<file path="src/rtl/td4_core.sv">
// TD4 4-bit CPU execution core.
// Fetches from an external async ROM at adr=PC and executes one op per enabled clock.
module td4_core #(
  parameter logic [3:0] RESET_PC  = 4'h0,
  parameter logic [3:0] OUT_RESET = 4'h0
) (
  input  logic       clk,
  input  logic       reset,
  input  logic       en,
  output logic [3:0] adr,
  input  logic [7:0] inst,
  input  logic [3:0] in_port,
  output logic [3:0] out_port,
  output logic       carry
);

  logic [3:0] a, b, pc, outp;
  logic       c;

  logic [3:0] a_n, b_n, pc_n, out_n;
  logic       c_n;

  logic [3:0] op, im;
  logic [4:0] sum_a, sum_b;

  assign op    = inst[7:4];
  assign im    = inst[3:0];
  assign sum_a = {1'b0, a} + {1'b0, im};
  assign sum_b = {1'b0, b} + {1'b0, im};

  logic add_a, add_b, mov_ai, mov_bi, mov_ab;
  logic mov_ba, in_a, in_b, out_b, out_i;
  logic jmp, jnc;

  assign add_a  = (op == 4'b0000);
  assign add_b  = (op == 4'b0101);
  assign mov_ai = (op == 4'b0011);
  assign mov_bi = (op == 4'b0111);
  assign mov_ab = (op == 4'b0001);
  assign mov_ba = (op == 4'b0100);
  assign in_a   = (op == 4'b0010);
  assign in_b   = (op == 4'b0110);
  assign out_b  = (op == 4'b1001);
  assign out_i  = (op == 4'b1011);
  assign jmp    = (op == 4'b1111);
  assign jnc    = (op == 4'b1110);

  // Carry is cleared by every op that is not an ADD, NOP included.
  always_comb begin
    a_n   = a;
    b_n   = b;
    out_n = outp;
    c_n   = 1'b0;
    pc_n  = pc + 4'd1;
    unique case (1'b1)
      add_a: begin
        a_n = sum_a[3:0];
        c_n = sum_a[4];
      end
      add_b: begin
        b_n = sum_b[3:0];
        c_n = sum_b[4];
      end
      mov_ai: a_n   = im;
      mov_bi: b_n   = im;
      mov_ab: a_n   = b;
      mov_ba: b_n   = a;
      in_a:   a_n   = in_port;
      in_b:   b_n   = in_port;
      out_b:  out_n = b;
      out_i:  out_n = im;
      jmp:    pc_n  = im;
      jnc:    if (!c) pc_n = im;
      default: ;
    endcase
  end

  always_ff @(posedge clk or posedge reset) begin
    if (reset) begin
      pc   <= RESET_PC;
      a    <= 4'h0;
      b    <= 4'h0;
      c    <= 1'b0;
      outp <= OUT_RESET;
    end else if (en) begin
      pc   <= pc_n;
      a    <= a_n;
      b    <= b_n;
      c    <= c_n;
      outp <= out_n;
    end
  end

  assign adr      = pc;
  assign out_port = outp;
  assign carry    = c;

endmodule

</file>
<file path="config.mk">
export PLATFORM = sky130hd
export DESIGN_NAME = td4_core
export DESIGN_NICKNAME = d
export VERILOG_FILES = /design/src/rtl/td4_core.sv
export SDC_FILE = /design/constraint.sdc
export NUM_CORES = 1
export LEC_CHECK = 0
export BUFFER_PORTS_ARGS = -buffer_cell sky130_fd_sc_hd__buf_2
export CAP_MARGIN = 40
export CORE_UTILIZATION = 30
export CTS_BUF_LIST = sky130_fd_sc_hd__clkbuf_4 sky130_fd_sc_hd__clkbuf_8
export CTS_CLUSTER_SIZE = 12
export DETAILED_ROUTE_END_ITERATION = 7
export GPL_TIMING_DRIVEN = 0
export PLACE_DENSITY = 0.46
export SLEW_MARGIN = 5
export SYNTH_ARGS = -nofsm -noshare
export SYNTH_HDL_FRONTEND = slang
export SYNTH_SLANG_ARGS = --single-unit
export TNS_END_PERCENT = 30
</file>
<file path="constraint.sdc">
create_clock -name clk -period 4.3 [get_ports clk]
set_input_delay 0.43 -clock clk [delete_from_list [all_inputs] [get_ports clk]]
set_output_delay 0.43 -clock clk [all_outputs]
set_load 0.03 [all_outputs]
</file>
== After elaboration in Yosys (flattened, before gate mapping) ==
Cells that the tools add are included.
Word-level totals
  bits in registers: 17
  output and inout bits: 9
  input bits: 15
  word-level logic and storage cells: 32
Operators by class
  eq/ne operators: 11
  reduce and logical (&&, ||, !) cells: 7
  $add $sub $neg: 3
  mux-type cells: 6
Operators by type and width (number)
  4-bit one-hot mux with 4 select lines: 2
  4-bit by 3-bit == test with 1-bit output, second input constant: 4
  4-bit == test, second input constant: 4
  4-bit one-hot mux with 2 select lines: 2
  4-bit by 4-bit adder with 5-bit output: 2
  4-bit by 2-bit == test with 1-bit output, second input constant: 2
  4-bit nonzero test: 2
  2-bit AND reduction: 3
  4-bit by 1-bit adder with 4-bit output, second input constant: 1
  4-bit by 1-bit == test with 1-bit output, second input constant: 1
  4-bit logical NOT: 1
  4-bit 2-to-1 mux: 1
  1-bit one-hot mux with 2 select lines: 1
  2-bit nonzero test: 1

== Logic depth before layout (Yosys ltp) ==
Gate-level depths: netlist (run 1).
  depth after elaboration: 3
  gate-level depth with buffers: 7
  mapped depth without buffers: 7

== Least setup slack after synthesis (run 1) ==
OpenSTA, ideal clock, no wires.
  path kind: input-to-reg
  start: in inst[0]
  end: reg b[2]
  buffers on the path: 0
  library setup time: 125 ps
  path slack: 2365 ps
  data arrival time: 1810 ps
  data required time: 4175 ps
  stages on the path: 6
  path through: ha_1 -> inv_1 -> fa_1 -> xnor2_1 -> mux4_2 -> mux2_2
On the way
  cells in the longest elaborated chain, start to end: 2
RTL lines
  start: declaration: line 11  | input logic [7:0] inst,
  4-bit by 4-bit adder with 5-bit output: line 29  | assign sum_b = {1'b0, b} + {1'b0, im};
  4-bit one-hot mux with 4 select lines: line 55  | unique case (1'b1)
  end signal: assignment: line 88  | b <= b_n;
  end: declaration: line 17  | logic [3:0] a, b, pc, outp;
No other way between the ends.
A chain may end at the register's enable or synchronous reset.

== Final worst setup path (run 1) ==
  start: reg b[0]
  end: reg b[2]
On the way
  cells in the longest elaborated chain, start to end: 2
RTL lines (line)
  4-bit by 4-bit adder with 5-bit output: 29
  4-bit one-hot mux with 4 select lines: 55
No other way between the ends.

==> results of run 1 <==
-- report_power, final --
group / internal [mW] / switching [mW]
registers: 0.210 / 0.0453
logic: 0.132 / 0.190
clock network: 0.0645 / 0.0640
-- through the flow --
step | power (mW) | cell area [um^2] | util, % | cells
6_report | 0.706 | 1550 | 37.6 | 222
5_1_grt | 0.771 | 1550 | 37.6 | 222
4_1_cts | 0.714 | 1550 | 37.6 | 222
3_5_place_dp | 0.582 | 1500 | 36.5 | 218
3_3_place_gp | 0.576 | 1500 | 36.5 | 218
2_1_floorplan | 0.489 | 1330 | - | 146
-- per-layer routing --
metal  track usage, %  vias to the layer above  part of all wire, %
met5                0                        -                    0
met3             4.11                        2                  5.9
met1             22.0                      515                   48
li1                 -                      585                    -
met2             28.3                       33                   46
met4             2.34                        0                 0.53
-- path summary, 6_finish.rpt --
kind	endpoint	slack (ns)
max reg2reg	b[2]	2.26
min	b[0]	0.28
max	b[2]	2.26
min in group clk	out_port[1]	0.47
min reg2reg	out_port[1]	0.47
max in group asynchronous	carry	3.55
-- state kept, by name, summed over array words and instances, names as in the netlist --
register	flops
b	4
a	4
adr	4
carry	1
out_port	4
-- area by class of cell --
class                   instances  share of cell area, %
flip-flops and latches         17                   27.5
clock buffers                   3                   2.67
plain buffers                   5                   1.86
multi-input cells             112                   53.6
repair buffers                 22                   7.11
inverters                      12                   2.91
clock inverters                 1                  0.323
well taps                      50                   4.04
-- logic make-up after synthesis --
logic type,count (synthesis)
AND/OR/NAND/NOR,35
XOR/XNOR,2
flip-flops,17
AO/OA/AOI/OAI,48
buffers and inverters,17
adder cells (fa/ha/maj),11
multiplexers,16
-- worst max-delay path: stages, from the launching register on --
cell and delay, ns:
dfrtp_1 0.42, ha_1 0.21, inv_1 0.06, fa_1 0.40, xnor2_1 0.14, mux4_2 0.44
mux2_2 0.27
-- cells in the mapped netlist --
master,count
a21oi_2,1
clkbuf_1,1
and3_1,3
o211ai_1,1
o21a_1,1
ha_1,9
nor3b_1,1
nand3b_1,1
buf_2,2
nor3b_2,1
a22oi_1,2
and3b_1,1
a31oi_1,1
fa_1,2
nand3_1,4
xor2_1,1
a22o_1,3
dfrtp_1,17
buf_4,2
nor2_1,4
o211a_1,1
o21ai_0,14
or3b_2,1
o32ai_1,1
a211o_1,1
xnor2_1,1
nor2b_1,3
mux4_2,1
a211oi_1,1
o311ai_0,1
mux2i_1,14
inv_1,12
nand2_1,10
mux2_2,1
and2b_1,1
nor2_2,1
or3_1,1
or3_4,1
nand2b_1,2
a21oi_1,19
a21o_1,1
==> results.yml, run 1 <==
clocking:
  hold_buffers: 0
  cts_buffers: 3
  clock_latency_ns: 0.26
  cts_htree_levels: 1
  postCtsSetupRepairBufs: 0
  clock-sinks: 17
  clkTransAtPathRegs_ns: 0.08
  clockBufferDepth: 2
  cts_tree: "yes"
  cts.repair.resized: 0
  cts_root_buf: "clkbuf_8"
floorplanning:
  die_h_um: 68.6
  core_area_um2: 4120
  initial_utilization_pct: 32.3
  fp-row-count: 23
  dieArea_um2: 4700
  ios: 24
  die_w_um: 68.6
cells_and_area:
  nets: 199
  final_cell_mix: "buf_2 (24), a21oi_1 (19), dfrtp_1 (17)"
  ff_latch_area_um2: 425
  drive_gt1_share_pct: 21.5
  layout_commonest_cell: "buf_2"
  multi_input_area_um2: 831
  n_antenna_cell: 0
  syn_to_final_growth_pct: 16.5
  fillers: 427
critical_path:
  crit_required_ns: 4.45
  startpoint: "b[0]"
  r2r_start: "b[0]"
  cp-end-kind: "flip-flop"
  arrival_ns: 2.20
  worstSetupPathType: "flip-flop to flip-flop"
  setup.worst_path.start_class: "flip-flop"
  rr_worst_depth: 6
  crit_fanout: 4
global_routing:
  grt_usage_pct: 16.8
  grt_pass1_wl_um: 5630
  grt_pass1_vias: 1132
  grt_antenna_before_repair: 0
  grt.overflow.total: 0
  grt_max_degree: 18
status:
  outcome: "complete, no violations"
yosys:
  synth_fa_ha_area_share_pct: 11.5
  synth_cell_type_count: 41
  synthCells: 146
  yosysTopAreaCell: "dfrtp_1"
  synth_compound_area_share_pct: 21.6
  syn_nets: 172
  synthXorXnorAreaFrac_pct: 1.32
  synth_top_family_by_area: "compound AO/OA/AOI/OAI gates"
  synthMuxAreaShare_pct: 13.1
  yosysSeqAreaShare_pct: 32.0
  syn_avg_cell_area_um2: 9.11
  synth_area_um2: 1330
  synth_top_cell_area_share_pct: 32.0
  ys_ff_latch: 17
  synthTopCellsByArea: "dfrtp_1 (32%), mux2i_1 (11%), ha_1 (8.5%)"
  yosys_warnings: 0
  synth_simple_gate_area_share_pct: 15.0
worst_hold_path:
  hold_path.class: "primary input to asynchronous set/reset pin"
flow_run:
  maxCapViolations: 0
timing:
  drv_slew: 0
  fin_setup_tns_ns: 0
  timing.final.crit_share_pct: 47.5
  setup_viol: 0
  max-slew-margin-rel_pct: 51.1
  timing.final.ws_setup_ns: 2.26
  hold_viol: 0
  period_needed_ns: 2.04
  rsz0062_at_grt: "no"
  hold_slack_ns: 0.281
  worstMarginPinSlew_ns: 0.733
  fmax_mhz: 489
  finalClockSkew_ns: 0.00634
route:
  via_per_inst: 5.11
  wl_per_cell_um: 15.4
  wirelength_um: 3430
  drcViolationCount: 0
  vias: 1135
  first_pass_iters: 4
  postRouteAntennaNets: 0
  drt_iter0_drc: 65
power_and_ir_drop:
  power.leakage_nw: 0.763
  peakVddDrop_v: 0.000187
  power_density_nw_per_um2: 456
place:
  gp_congestion: 0.815
  io_buffers: 22
  dp_hpwl_um: 2600
  pre_cts_slack_ns: 2.08
Power figures use the tool's default switching activity.
==> inputs of run 2 (changes only) <==
==> constraint.sdc (replaced) <==
create_clock -name clk -period 2.1 [get_ports clk]
set_input_delay 0.21 -clock clk [delete_from_list [all_inputs] [get_ports clk]]
set_output_delay 0.21 -clock clk [all_outputs]
set_load 0.03 [all_outputs]
==> run 2 against run 1 <==
  * Combinational power rose by 110%
  * Flip-flop and latch count did not move
  * Maximum frequency rose by 2.2%
  * Register-to-register slack got worse by 2.2 ns
  * First-iteration DRC count fell by 3.1%
  * Critical endpoint unchanged
  * Largest cell class unchanged
  * Largest power group unchanged
==> results.yml, run 2 (synthesis results as in run 1) <==
critical_path:
  setup.worst_path.start_class: "flip-flop"
  crit_slowest_cell: "mux4_2"
  worst_path_dominant_cell_family: "multiplexers"
  slowest_delay_ns: 0.44
  worstSetupPathType: "flip-flop to flip-flop"
  path_cells: "ha_1 -> inv_1 -> fa_1 -> xnor2_1 -> mux4_2 -> mux2_2"
  crit_fanout: 3
  cp-end-kind: "flip-flop"
  path_buf_inv: 1
  crit_required_ns: 2.26
  arrival_ns: 2.16
clocking:
  hold_buffers: 0
  clkTransAtPathRegs_ns: 0.08
  cts_htree_levels: 1
  cts_buffers: 3
  clock-sinks: 17
  clockBufferDepth: 2
  clock_latency_ns: 0.26
  cts_tree: "yes"
  cts.repair.resized: 0
  cts_root_buf: "clkbuf_8"
route:
  postRouteAntennaNets: 0
  drt_iter0_drc: 63
  via_per_inst: 5.11
  wl_per_cell_um: 15.5
  wirelength_um: 3460
  drcViolationCount: 0
  vias: 1144
  first_pass_iters: 4
cells_and_area:
  syn_to_final_growth_pct: 17.6
  final_cell_mix: "buf_2 (24), a21oi_1 (19), dfrtp_1 (17)"
  n_antenna_cell: 0
  fillers: 426
  nets: 201
  drive_gt1_share_pct: 22.4
  layout_commonest_cell: "buf_2"
  design_area_um2: 1560
timing:
  rsz0062_at_grt: "no"
  max-slew-margin-rel_pct: 50.8
  fin_setup_tns_ns: 0
  fmax_mhz: 500
  drv_slew: 0
  setup_viol: 0
  finalClockSkew_ns: 0.00829
  timing.final.crit_share_pct: 95.2
  worstMarginPinSlew_ns: 0.738
  period_needed_ns: 2.00
  hold_viol: 0
status:
  outcome: "complete, no violations"
place:
  gp_congestion: 0.815
  io_buffers: 22
  placed_cell_area_um2: 1500
  dp_hpwl_um: 2600
global_routing:
  grt_pass1_wl_um: 5630
  grt_pass1_vias: 1132
  grt.overflow.total: 0
  grt_max_degree: 18
  grt_usage_pct: 16.8
  grt_antenna_before_repair: 0
power_and_ir_drop:
  power_density_nw_per_um2: 934
  p_int_mw: 0.840
  p_clk_share_pct: 18.3
  power.leakage_nw: 0.772
  peakVddDrop_v: 0.000391
  switching_share_pct: 42.5
  power_frac_comb_pct: 46.0
  power_mw: 1.46
  switching_power_mw: 0.621
  p_seq_share_pct: 35.7
floorplanning:
  die_h_um: 68.6
  fp-row-count: 23
  initial_utilization_pct: 32.3
  die_w_um: 68.6
  dieArea_um2: 4700
  ios: 24
  core_area_um2: 4120
flow_run:
  maxCapViolations: 0
worst_hold_path:
  hold_path.class: "primary input to asynchronous set/reset pin"
==> run 2: cell types whose count changed in the layout (fill, tap and decap cells not counted), sizes merged <==
cell  previous run  this run
buf             26        28
==> run 2: area by class of cell <==
type | instances | area (um^2) | share of cell area (%)
Sequential cell | 17 | 425 | 27.2
Timing Repair Buffer | 24 | 125 | 8.00
Multi-Input combinational cell | 112 | 831 | 53.1
Tap cell | 50 | 62.6 | 4.00
Clock inverter | 1 | 5.00 | 0.320
Clock buffer | 3 | 41.3 | 2.64
Buffer | 5 | 28.8 | 1.84
Inverter | 12 | 45.0 | 2.88
==> run 2: per-layer routing <==
metal	vias to the layer above	share of wire [%]	track usage, %
li1	588	-	-
met1	522	47	22.0
met2	32	46	28.3
met3	2	5.8	4.11
met4	0	0.52	2.34
met5	-	0	0
==> run 2: repair_timing <==
action	CTS	global route
setup buffers	0	2
endpoints found under the setup margin	0	1
hold endpoints to repair	0	0
==> run 2: metrics by stage <==
stage               setup WS, ns  utilization (%)  instances  hold WS, ns
global route             0.00223             38.0        224        0.133
CTS                       0.0530             37.6        222       0.0933
finish                     0.100             38.0        224       0.0586
detailed placement        0.0748             36.5        218        0.378
floorplan                  0.209                -        146        0.136
global placement          0.0427             36.5        218        0.354
==> run 2: worst reg2reg max path, stage by stage (launching register included) <==
cell,delay (ns)
dfrtp_1,0.39
ha_1,0.20
inv_1,0.06
fa_1,0.40
xnor2_1,0.14
mux4_2,0.44
mux2_2,0.27
==> run 2: power by group through the flow <==
stage | registers, mW | logic, mW | clock network [mW]
2_1_floorplan | 0.632 | 0.370 | 0
3_3_place_gp | 0.526 | 0.655 | 0
3_5_place_dp | 0.529 | 0.663 | 0
4_1_cts | 0.523 | 0.667 | 0.272
5_1_grt | 0.540 | 0.759 | 0.290
6_report | 0.521 | 0.672 | 0.267
==> run 2: final timing paths <==
check                            startpoint          end  slack, ns  depth (start not counted)
worst max register to register         b[0]         b[2]       0.10                          6
min in group clk                 in_port[2]         a[2]       0.33                          4
worst min-delay path                  reset         b[0]       0.06                          2
max in group asynchronous             reset        carry       1.57                          2
worst max-delay path                   b[0]         b[2]       0.10                          6
worst min register to register  out_port[1]  out_port[1]       0.47                          2
